### src/rtl/vx_dispatch_arbiter_if.sv
// Dispatch handshake bundle between the issue slots and the shared execution lane.
//   valid_in/data_in/ready_in : per-slot request side (slot i at data_in[i*DATAW +: DATAW])
//   valid_out/data_out/idx_out/ready_out : single execution-unit side, idx_out tags the source slot
// The arbiter connects through the slave modport; the environment drives the master modport.
interface vx_dispatch_arbiter_if #(
    parameter int unsigned NUM_REQS = 4,
    parameter int unsigned DATAW    = 64
);
    localparam int unsigned IDXW = (NUM_REQS > 1) ? $clog2(NUM_REQS) : 1;

    logic [NUM_REQS-1:0]       valid_in;
    logic [NUM_REQS*DATAW-1:0] data_in;
    logic [NUM_REQS-1:0]       ready_in;
    logic                      valid_out;
    logic [DATAW-1:0]          data_out;
    logic [IDXW-1:0]           idx_out;
    logic                      ready_out;

    modport slave (
        input  valid_in, data_in, ready_out,
        output ready_in, valid_out, data_out, idx_out
    );

    modport master (
        output valid_in, data_in, ready_out,
        input  ready_in, valid_out, data_out, idx_out
    );
endinterface

### src/rtl/vx_dispatch_arbiter.sv
// Round-robin dispatch arbiter: picks one valid slot per cycle and queues it,
// tagged with its slot index, in a 2-entry FIFO feeding the shared execution lane.
// Ports:
//   clk          rising-edge clock
//   reset        synchronous, active-low reset
//   bus          slave side of vx_dispatch_arbiter_if (per-slot requests, FIFO head)
//   perf_stalls  saturating count of cycles with valid_out=1 and ready_out=0
module vx_dispatch_arbiter #(
    parameter int unsigned NUM_REQS = 4,
    parameter int unsigned DATAW    = 64,
    parameter int unsigned CTR_W    = 32
) (
    input  logic                   clk,
    input  logic                   reset,
    vx_dispatch_arbiter_if.slave   bus,
    output logic [CTR_W-1:0]       perf_stalls
);
    localparam int unsigned IDXW = (NUM_REQS > 1) ? $clog2(NUM_REQS) : 1;

    typedef struct packed {
        logic [IDXW-1:0]  idx;
        logic [DATAW-1:0] data;
    } entry_t;

    logic [IDXW-1:0]     rr_ptr_q, rr_ptr_d;
    logic                wr_ptr_q, wr_ptr_d;
    logic                rd_ptr_q, rd_ptr_d;
    logic [1:0]          count_q, count_d;
    logic [CTR_W-1:0]    perf_q, perf_d;
    entry_t              fifo_q [2];

    logic [DATAW-1:0]    slot_data [NUM_REQS];
    logic [NUM_REQS-1:0] grant;
    logic [IDXW-1:0]     grant_idx;
    logic [IDXW-1:0]     cand;
    logic                grant_found;
    logic                can_push;
    logic                fire_in;
    logic                fire_out;

    // Unpack the flat payload bus into per-slot words.
    for (genvar i = 0; i < NUM_REQS; i++) begin : g_unpack
        assign slot_data[i] = bus.data_in[i*DATAW +: DATAW];
    end

    // Round-robin scan starting at rr_ptr; first valid slot wins.
    always_comb begin
        grant       = '0;
        grant_idx   = '0;
        cand        = '0;
        grant_found = 1'b0;
        for (int unsigned k = 0; k < NUM_REQS; k++) begin
            cand = IDXW'((32'(rr_ptr_q) + k) % NUM_REQS);
            if (!grant_found && bus.valid_in[cand]) begin
                grant_found = 1'b1;
                grant[cand] = 1'b1;
                grant_idx   = cand;
            end
        end
    end

    assign bus.valid_out = (count_q != 2'd0);
    assign bus.data_out  = fifo_q[rd_ptr_q].data;
    assign bus.idx_out   = fifo_q[rd_ptr_q].idx;
    assign perf_stalls   = perf_q;

    assign fire_out = bus.valid_out && bus.ready_out;
    // A full FIFO still accepts when the head leaves in the same cycle.
    assign can_push = (count_q != 2'd2) || fire_out;
    // Accepts are blocked during reset so nothing is taken and then flushed.
    assign bus.ready_in = reset ? (grant & {NUM_REQS{can_push}}) : '0;
    assign fire_in  = |(bus.valid_in & bus.ready_in);

    // Next-state for pointers, occupancy and stall counter.
    always_comb begin
        rr_ptr_d = rr_ptr_q;
        wr_ptr_d = wr_ptr_q;
        rd_ptr_d = rd_ptr_q;
        count_d  = count_q;
        perf_d   = perf_q;

        if (fire_in) begin
            rr_ptr_d = IDXW'((32'(grant_idx) + 32'd1) % NUM_REQS);
            wr_ptr_d = ~wr_ptr_q;
        end
        if (fire_out) begin
            rd_ptr_d = ~rd_ptr_q;
        end

        case ({fire_in, fire_out})
            2'b10:   count_d = count_q + 2'd1;
            2'b01:   count_d = count_q - 2'd1;
            default: count_d = count_q;
        endcase

        if (bus.valid_out && !bus.ready_out && (perf_q != '1)) begin
            perf_d = perf_q + CTR_W'(1);
        end
    end

    // Control state register.
    always_ff @(posedge clk) begin
        if (!reset) begin
            rr_ptr_q <= '0;
            wr_ptr_q <= 1'b0;
            rd_ptr_q <= 1'b0;
            count_q  <= 2'd0;
            perf_q   <= '0;
        end else begin
            rr_ptr_q <= rr_ptr_d;
            wr_ptr_q <= wr_ptr_d;
            rd_ptr_q <= rd_ptr_d;
            count_q  <= count_d;
            perf_q   <= perf_d;
        end
    end

    // FIFO storage; contents are only meaningful where count marks them valid.
    always_ff @(posedge clk) begin
        if (fire_in) begin
            fifo_q[wr_ptr_q] <= entry_t'{idx: grant_idx, data: slot_data[grant_idx]};
        end
    end
endmodule

### src/flat_wrapper.sv
// flat-port wrapper written by rule: the top's interface ports become plain ports
module vx_dispatch_arbiter_flat 
#(
    parameter int unsigned NUM_REQS = 4,
    parameter int unsigned DATAW    = 64,
    parameter int unsigned CTR_W    = 32
)
  (clk, reset, perf_stalls, bus_valid_in, bus_data_in, bus_ready_out, bus_ready_in, bus_valid_out, bus_data_out, bus_idx_out);
  vx_dispatch_arbiter_if #(.NUM_REQS(NUM_REQS), .DATAW(DATAW)) bus_i ();
  input  logic clk;
  input  logic reset;
  output logic [CTR_W-1:0] perf_stalls;
  input wire logic [$bits(bus_i.valid_in)-1:0] bus_valid_in;
  input wire logic [$bits(bus_i.data_in)-1:0] bus_data_in;
  input wire logic [$bits(bus_i.ready_out)-1:0] bus_ready_out;
  output wire logic [$bits(bus_i.ready_in)-1:0] bus_ready_in;
  output wire logic [$bits(bus_i.valid_out)-1:0] bus_valid_out;
  output wire logic [$bits(bus_i.data_out)-1:0] bus_data_out;
  output wire logic [$bits(bus_i.idx_out)-1:0] bus_idx_out;
  assign bus_i.valid_in = bus_valid_in;
  assign bus_i.data_in = bus_data_in;
  assign bus_i.ready_out = bus_ready_out;
  assign bus_ready_in = bus_i.ready_in;
  assign bus_valid_out = bus_i.valid_out;
  assign bus_data_out = bus_i.data_out;
  assign bus_idx_out = bus_i.idx_out;
  vx_dispatch_arbiter #(.NUM_REQS(NUM_REQS), .DATAW(DATAW), .CTR_W(CTR_W)) u_core (.clk(clk), .reset(reset), .bus(bus_i), .perf_stalls(perf_stalls));
endmodule
### config.mk
export PLATFORM = sky130hd
export DESIGN_NAME = vx_dispatch_arbiter_flat
export DESIGN_NICKNAME = d
export VERILOG_FILES = /design/src/rtl/vx_dispatch_arbiter_if.sv /design/src/rtl/vx_dispatch_arbiter.sv /design/src/flat_wrapper.sv
export SDC_FILE = /design/constraint.sdc
export NUM_CORES = 1
export LEC_CHECK = 0
export CAP_MARGIN = 20
export CELL_PAD_IN_SITES_DETAIL_PLACEMENT = 1
export CELL_PAD_IN_SITES_GLOBAL_PLACEMENT = 2
export CORE_MARGIN = 2
export CORE_UTILIZATION = 30
export CTS_CLUSTER_DIAMETER = 30
export DETAILED_ROUTE_END_ITERATION = 10
export PLACE_DENSITY_LB_ADDON = 0.1
export SYNTH_ARGS = -nofsm -noshare
export SYNTH_HDL_FRONTEND = slang
export SYNTH_SLANG_ARGS = --single-unit
### constraint.sdc
create_clock -name clk -period 13.9 [get_ports clk]
set_input_delay 2.78 -clock clk [delete_from_list [all_inputs] [get_ports clk]]
set_output_delay 2.78 -clock clk [all_outputs]
set_load 0.03 [all_outputs]
==> results of run 1 <==
==> cell families after synthesis <==
kind of cell	after synthesis	share of synthesized area [%]
adders and majority gates	10	1.30
DFF	171	49.4
muxes	137	15.6
AOI/OAI and AO/OA	183	16.1
and+or+nand+nor	192	11.2
buffers and inverters	68	4.18
xor gates and xnor gates	25	2.28
==> worst paths after layout <==
| check | startpoint | to | slack (ns) | cells past startpoint |
|---|---|---|---|---|
| hold reg to reg | u_core.perf_stalls[16] | u_core.perf_stalls[16] | 0.51 | 2 |
| setup / recovery | bus_valid_in[2] | bus_ready_in[0] | 5.54 | 6 |
| setup reg to reg | u_core.rr_ptr_q[0] | u_core.fifo_q[0][50] | 8.87 | 9 |
| hold / removal | u_core.perf_stalls[16] | u_core.perf_stalls[16] | 0.51 | 2 |
==> power groups by stage <==
stage / logic (mW) / clock network (mW) / registers, mW
global route: 1.49 / 0.512 / 0.815
detailed placement: 1.39 / 0 / 0.815
CTS: 1.39 / 0.492 / 0.804
finish: 1.37 / 0.479 / 0.800
floorplan: 0.992 / 0 / 0.783
global placement: 1.37 / 0 / 0.809
==> synthesized netlist by cell type (all sizes together) (3+ instances only) <==
| library cell | number |
|---|---|
| a211oi | 66 |
| a21oi | 77 |
| a31oi | 5 |
| and2 | 3 |
| and3 | 4 |
| and4 | 3 |
| buf | 27 |
| clkbuf | 27 |
| dfxtp | 39 |
| edfxtp | 132 |
| ha | 10 |
| inv | 13 |
| mux2 | 66 |
| mux2i | 68 |
| mux4 | 3 |
| nand2 | 22 |
| nand3 | 7 |
| nand4 | 8 |
| nor2 | 34 |
| nor2b | 71 |
| nor3 | 12 |
| nor3b | 3 |
| nor4 | 6 |
| o21a | 3 |
| o21ai | 16 |
| o31ai | 3 |
| or2 | 4 |
| or3 | 10 |
| xnor2 | 20 |
| xor2 | 5 |
==> sequential cells by signal, summed over array words and instances (netlist names), named ones only <==
name	count
u_core.wr_ptr_q	1
u_core.rd_ptr_q	1
u_core.perf_stalls	32
u_core.rr_ptr_q	2
u_core.count_q	2
u_core.fifo_q	132
==> routing by layer <==
metal	vias up	track usage, %	share of wire, %
li1	3641	-	-
met1	3637	20.5	41
met2	187	32.0	52
met3	23	4.37	6.2
met4	2	4.26	1.4
met5	-	0	0.037
==> tightest hold or removal path: stages, from the launching register on <==
cell	delay, ns
dfxtp_1	0.33
o21ai_1	0.08
a21oi_1	0.06
==> through the flow <==
step | instances | util [%] | power (mW)
finish | 1544 | 44.8 | 2.65
global route | 1544 | 44.8 | 2.81
CTS | 1542 | 44.8 | 2.69
detailed placement | 1510 | 42.8 | 2.20
global placement | 1510 | 42.8 | 2.18
floorplan | 786 | - | 1.78
==> layout make-up <==
cell class / instances / area (um2)
timing repair buffer: 377 / 3760
multi-input combinational: 547 / 4480
antenna: 1 / 2.50
clock buffer: 18 / 429
tap: 402 / 503
sequential: 171 / 4750
clock inverter: 14 / 174
fill: 3349 / 17400
inverter: 14 / 52.6
==> metrics list, run 1 <==
* Result of the run: finished, final reports clean
- Number of nets in the synthesized netlist: 1059
* DRC violation count after routing: 0
- The cell that appears most often on the critical path is clkdlybuf4s50_1.
- Number of nets with antenna violations after detailed routing: 0
- On the critical path, the stage with the largest delay is an instance of clkdlybuf4s50_1.
- Maximum number of pins on one net before global-route repair: 69
- The initial antenna violation count was 2.
* Worst voltage drop across the vdd grid: 109 uV
- Floorplan Core Area: 31600 um2
* Sequential element share of the synthesized area: 49.4%
- Worst slack after detailed placement: 5.58 ns
- First-pass GRT wire length: 45600 um
- Gp weighted congestion: 0.782
- Initial DRC count: 235
- On the worst path, the slowest cell contributes a delay of 0.71 ns.
- Measured against its own limit, the worst slew margin works out to 35.5%.
- CTS built an H-tree with a depth of 4.
- The total overflow left after global routing is 0.
- After clock tree synthesis, the flow added hold-fix buffers numbering 0.
- Via density per instance: 4.85
* Fraction of the cycle the final worst path needs: 60.1%
* Total number of placement rows: 65
- With fillers left out, the area of the finished cells amounts to 14100 um2.
- Leakage: 4.63 nW
- Synthesized cell area: 9610 um2
- Commonest non-fill, non-tap cell in the layout: clkdlybuf4s50_1
- Setup Total Neg Slack: 0 ns
- Maximum frequency from static timing analysis: 120 MHz
- Fraction of power consumed by combinational cells: 51.7%
- Routed WL per cell: 19.4 um
* Total length of routed wires: 29900 um
- STA puts the critical path data required time at 11.12 ns.
- In the synthesized netlist the dominant register cell turns out to be edfxtp_1.
* Final setup violating endpoints: 0
* Count of buffers inserted at the top-level ports: 365
- The tightest min-delay check is of the flop to flop type.
- Critical path start-end classification: input port to output pin
- In this run, CTS created clock tree buffers numbering 17.
* Post-route worst setup slack: 5.54 ns
- After legalization and detailed placement, the total HPWL measured 22600 um.
* Area contributors post-synth: edfxtp_1, a211oi_2, dfxtp_1
- TritonCTS built the clock tree.
- Clk_lat worst skew: 0.43 ns
* Fraction of power consumed by sequential logic: 30.2%
- Cells with a size suffix above 1 make up 16.8% of the layout.
- I/O pins: 366
- Yosys mapped the design onto 58 distinct sky130hd cell types.
- Buffers added to address setup during post-CTS repair amount to 0.
- Post-Synthesis Cells: 786
* Crit path max-delay family: buffers and inverters
- Along the worst path, the maximum fanout reaches 12.
- After synthesis, the share of flip-flops with an asynchronous set or reset is 0%.
- STA puts the critical path data arrival time at 5.58 ns.
- The count of endpoints failing hold in the final timing report was 0.
- Critical path buffers and inverters: 2
* Area enclosed by the die boundary: 33500 um2
- The biggest area contributor in the post-synthesis netlist is edfxtp_1.
- Once the floorplan was initialized, standard cells occupied 30.5% of the core.
- The top cell types in the final layout, fill and taps aside, are clkdlybuf4s50_1, edfxtp_1, a21oi_1, nor2b_1, mux2i_1.
* Clock tree sinks: 171
- Worst hold slack: 0.507 ns
* Worst-margin pin slew: 0.968 ns
- After synthesis, the largest area contributor takes up 41.2% of total cell area.
- Critical Path End Type: output pin
* Clock slew at reported path FFs: 0.08 ns
* Count of instances resized after the clock tree is built: 0
- The floorplan step set the die height to 183 um.
* Nets: 1401
- Setup repair after global routing missed its margin: false
- Cells along the critical path: clkdlybuf4s50_1, or3b_4, a2111oi_4, o21ai_0, a21oi_2, clkdlybuf4s50_1
- The number of global-route vias before repair is 7767.
- The detailed router placed 7490 vias in this run.
- Once placement finished, the instance area stood at 13500 um2.
* Seq cells post-synth: 171
- In this run the horizontal extent of the chip is 183 um.
- Yosys Warn Count: 0
- Area grow syn2layout: 47.2%
- Averaged over all synthesized cells, the footprint is 12.2 um2.
* Total global routing track utilization: 17.5%
- Power dissipated by switching net loads: 1.08 mW
* Pwr/cell area: 187 nW/um2
* Minimum clock period after layout: 8.36 ns
- Crit path launch type: input port
- Clock tree buffer depth: 2
* Switching Share: 40.7%
* Clock root buffer: clkbuf_16
- Max Transition Viols Final: 0
- Final setup skew: 0.0191 ns
* Cell-internal power: 1.57 mW
- Clock power frac: 18.1%
* Number of maximum-capacitance violations: 0
- In this run, synthesis inferred 132 flip-flops with an integrated enable.
- The first TritonRoute pass finished after 4 iterations.
Power figures use the tool's default switching activity.
==> run 2, diff against run 1 <==
--- a/config.mk
+++ b/config.mk
@@ -9,7 +9,7 @@
 export CELL_PAD_IN_SITES_DETAIL_PLACEMENT = 1
 export CELL_PAD_IN_SITES_GLOBAL_PLACEMENT = 2
 export CORE_MARGIN = 2
-export CORE_UTILIZATION = 30
+export CORE_UTILIZATION = 28
 export CTS_CLUSTER_DIAMETER = 30
 export DETAILED_ROUTE_END_ITERATION = 10
 export PLACE_DENSITY_LB_ADDON = 0.1
==> constraint.sdc (replaced) <==
create_clock -name clk -period 8.2 [get_ports clk]
set_input_delay 1.64 -clock clk [delete_from_list [all_inputs] [get_ports clk]]
set_output_delay 1.64 -clock clk [all_outputs]
set_load 0.03 [all_outputs]
==> run 2 against run 1 <==
Sequential power up 70%. Hold slack better by 0.0045 ns. Routed wire length up 5.5%. Core utilization down 2.6 points. Total power up 70%.
==> metrics list, run 2 (synthesis gave the netlist of run 1 again) <==
- Result of the run: finished, final reports clean
- Minimum clock period after layout: 6.07 ns
- Power dissipated by switching net loads: 1.85 mW (+72%)
- Worst-margin pin slew: 0.997 ns (+0.0293 ns)
* Clk_lat worst skew: 0.44 ns (about the same)
- Required time at the worst-slack endpoint: 6.56 ns (-4.56 ns)
- Chip width: 189 um (+3.4%)
- The worst setup path is captured at an output pin.
- Worst min-delay path category: flop to flop
- Leakage: 4.63 nW (about the same)
- The number of buffers on the longest clock path came to 2 (unchanged).
- The worst setup path is of the input port to output pin kind.
* Setup repair after global routing missed its margin: false
* Maximum frequency from static timing analysis: 165 MHz
- The TritonCTS buffer count came to 17 (unchanged).
* Maximum number of pins on one net before global-route repair: 133 (+93%)
* Largest reg by FF count: u_core.fifo_q
* Pwr/cell area: 317 nW/um2 (+69%)
* Max Transition Viols Final: 0 (unchanged)
* Commonest non-fill, non-tap cell in the layout: clkdlybuf4s50_1
- Slew margin rel.: 33.5% (-2.0 points)
* Die boundary height: 189 um (+3.4%)
- The initial antenna violation count came to 2 (unchanged).
- The net switching share of the total power came to 41.1% (+0.43 points).
- Clock root buffer: clkbuf_16
- Floorplan Core Area: 33700 um2 (+6.8%)
- Fraction of the cycle the final worst path needs: 74.1%
- Overflow after GRT: 0 (unchanged)
* Number of nets with antenna violations after detailed routing: 0 (unchanged)
- Worst slack after detailed placement: 2.14 ns (-3.44 ns)
* Final setup skew: 0.0175 ns (-0.00164 ns)
* Arrival time of data at the critical path endpoint: 4.43 ns (-1.15 ns)
- Fraction of power consumed by sequential logic: 30.2% (about the same)
- Commonest non-fill, non-tap cells in the layout: clkdlybuf4s50_1, edfxtp_1, a21oi_1, nor2b_1, mux2i_1
- Count of instances resized after the clock tree is built: 0 (unchanged)
- Detailed-route via count: 7534 (+0.59%)
- The placer's final routability congestion estimate was 0.766 (-2.1%).
- Hold bufs inserted after CTS: 0 (unchanged)
* Final setup violating endpoints: 0 (unchanged)
* Fraction of power consumed by combinational cells: 52.2% (+0.5 points)
- Routed WL per cell: 19.9 um (+2.5%)
* Largest fanout of any net on the critical path: 12 (unchanged)
* Detailed placer's ending HPWL: 23100 um (+2.2%)
- The number of cells on the worst hold path came to 2 (unchanged).
- Clock slew at reported path FFs: 0.07 ns (about the same)
- The count of buffers from port buffering was 365 (unchanged).
* Crit path launch type: input port
* Clock tree from TritonCTS: done
- Clock tree sinks: 171 (unchanged)
- The number of ports placed on the die boundary came to 366 (unchanged).
- Initial core utilization: 28.5% (-1.9 points)
* FF-to-FF path depth: 11 (+2)
* Total global routing track utilization: 17.4% (-0.12 points)
- Number of flip-flops under the largest register name: 132 (unchanged)
- Total number of placement rows: 67 (+3.1%)
- The worst ir drop on vdd came to 237 uV (+120%).
- Via density per instance: 4.74 (-2.3%)
* Nets: 1401 (unchanged)
- Cell-internal power: 2.65 mW (+69%)
- The fraction of final layout cells with drive strength greater than 1 came to 16.8% (unchanged).
- Number of maximum-capacitance violations: 0 (unchanged)
* Area grow syn2layout: 47.9%
- The sum of negative setup slack is 0 ns (unchanged).
- Area enclosed by the die boundary: 35800 um2 (+7.0%)
* Total length of routed wires: 31600 um (+5.5%)
- The number of levels the H-tree was split into is 4 (unchanged).
* Initial DRC count: 202 (-14%)
- Number of iterations in the first detailed-routing pass: 4 (unchanged)
- Number of failing hold endpoints at the final stage: 0 (unchanged)
- The worst setup margin was 2.13 ns (-3.42 ns).
* Postcts setup bufs: 0 (unchanged)
- Vias in the first global route: 7971 (+2.6%)
- Clock power frac: 17.7% (-0.4 points)
- The first-pass GRT wire length was 47500 um (+4.3%).
- The DRC violation count after routing is 0 (unchanged).
run 2: critical path: stages:
cell	delay (ns)
clkdlybuf4s50_1	0.70
or3b_4	0.44
a2111oi_4	0.51
o21ai_0	0.18
a21oi_2	0.25
clkdlybuf4s50_1	0.71
run 2: worst paths after layout:
check                                       startpoint                      to  slack (ns)
worst max-delay path                   bus_valid_in[2]         bus_ready_in[0]        2.13
worst min-delay path            u_core.perf_stalls[31]  u_core.perf_stalls[31]        0.51
worst max register to register      u_core.rr_ptr_q[0]    u_core.fifo_q[0][40]        3.14
worst min register to register  u_core.perf_stalls[31]  u_core.perf_stalls[31]        0.51
run 2: layer usage:
layer / wire [um] / vias up / GRT usage [%]
met2: 16200 / 189 / 31.5
met1: 13300 / 3665 / 20.8
met4: 401 / 4 / 4.03
met5: 30 / - / 0
met3: 1710 / 26 / 3.99
li1: - / 3650 / -
run 2: stage by stage:
stage          std cells  area, um2  utilization (%)  hold slack [ns]  power (mW)
3_3_place_gp        1557      13600             40.5            0.490        3.74
2_1_floorplan        786       9610                -            0.471        3.01
3_5_place_dp        1557      13600             40.5            0.505        3.78
4_1_cts             1589      14200             42.2            0.514        4.59
6_report            1590      14200             42.2            0.511        4.50
5_1_grt             1589      14200             42.2            0.539        4.77
run 2: cell type report:
type	instances	area (um2)
diodes	1	2.50
clock buffers	17	425
clock inverters	15	153
fillers	3599	19500
inverters	14	52.6
multi-input cells	547	4480
flip-flops and latches	171	4750
well taps	448	561
repair buffers	377	3790
run 2: power groups by stage:
stage / logic [mW] / registers, mW / clock network [mW]
5_1_grt: 2.54 / 1.38 / 0.853
2_1_floorplan: 1.68 / 1.33 / 0
4_1_cts: 2.40 / 1.36 / 0.820
6_report: 2.35 / 1.36 / 0.796
3_3_place_gp: 2.36 / 1.38 / 0
3_5_place_dp: 2.39 / 1.38 / 0
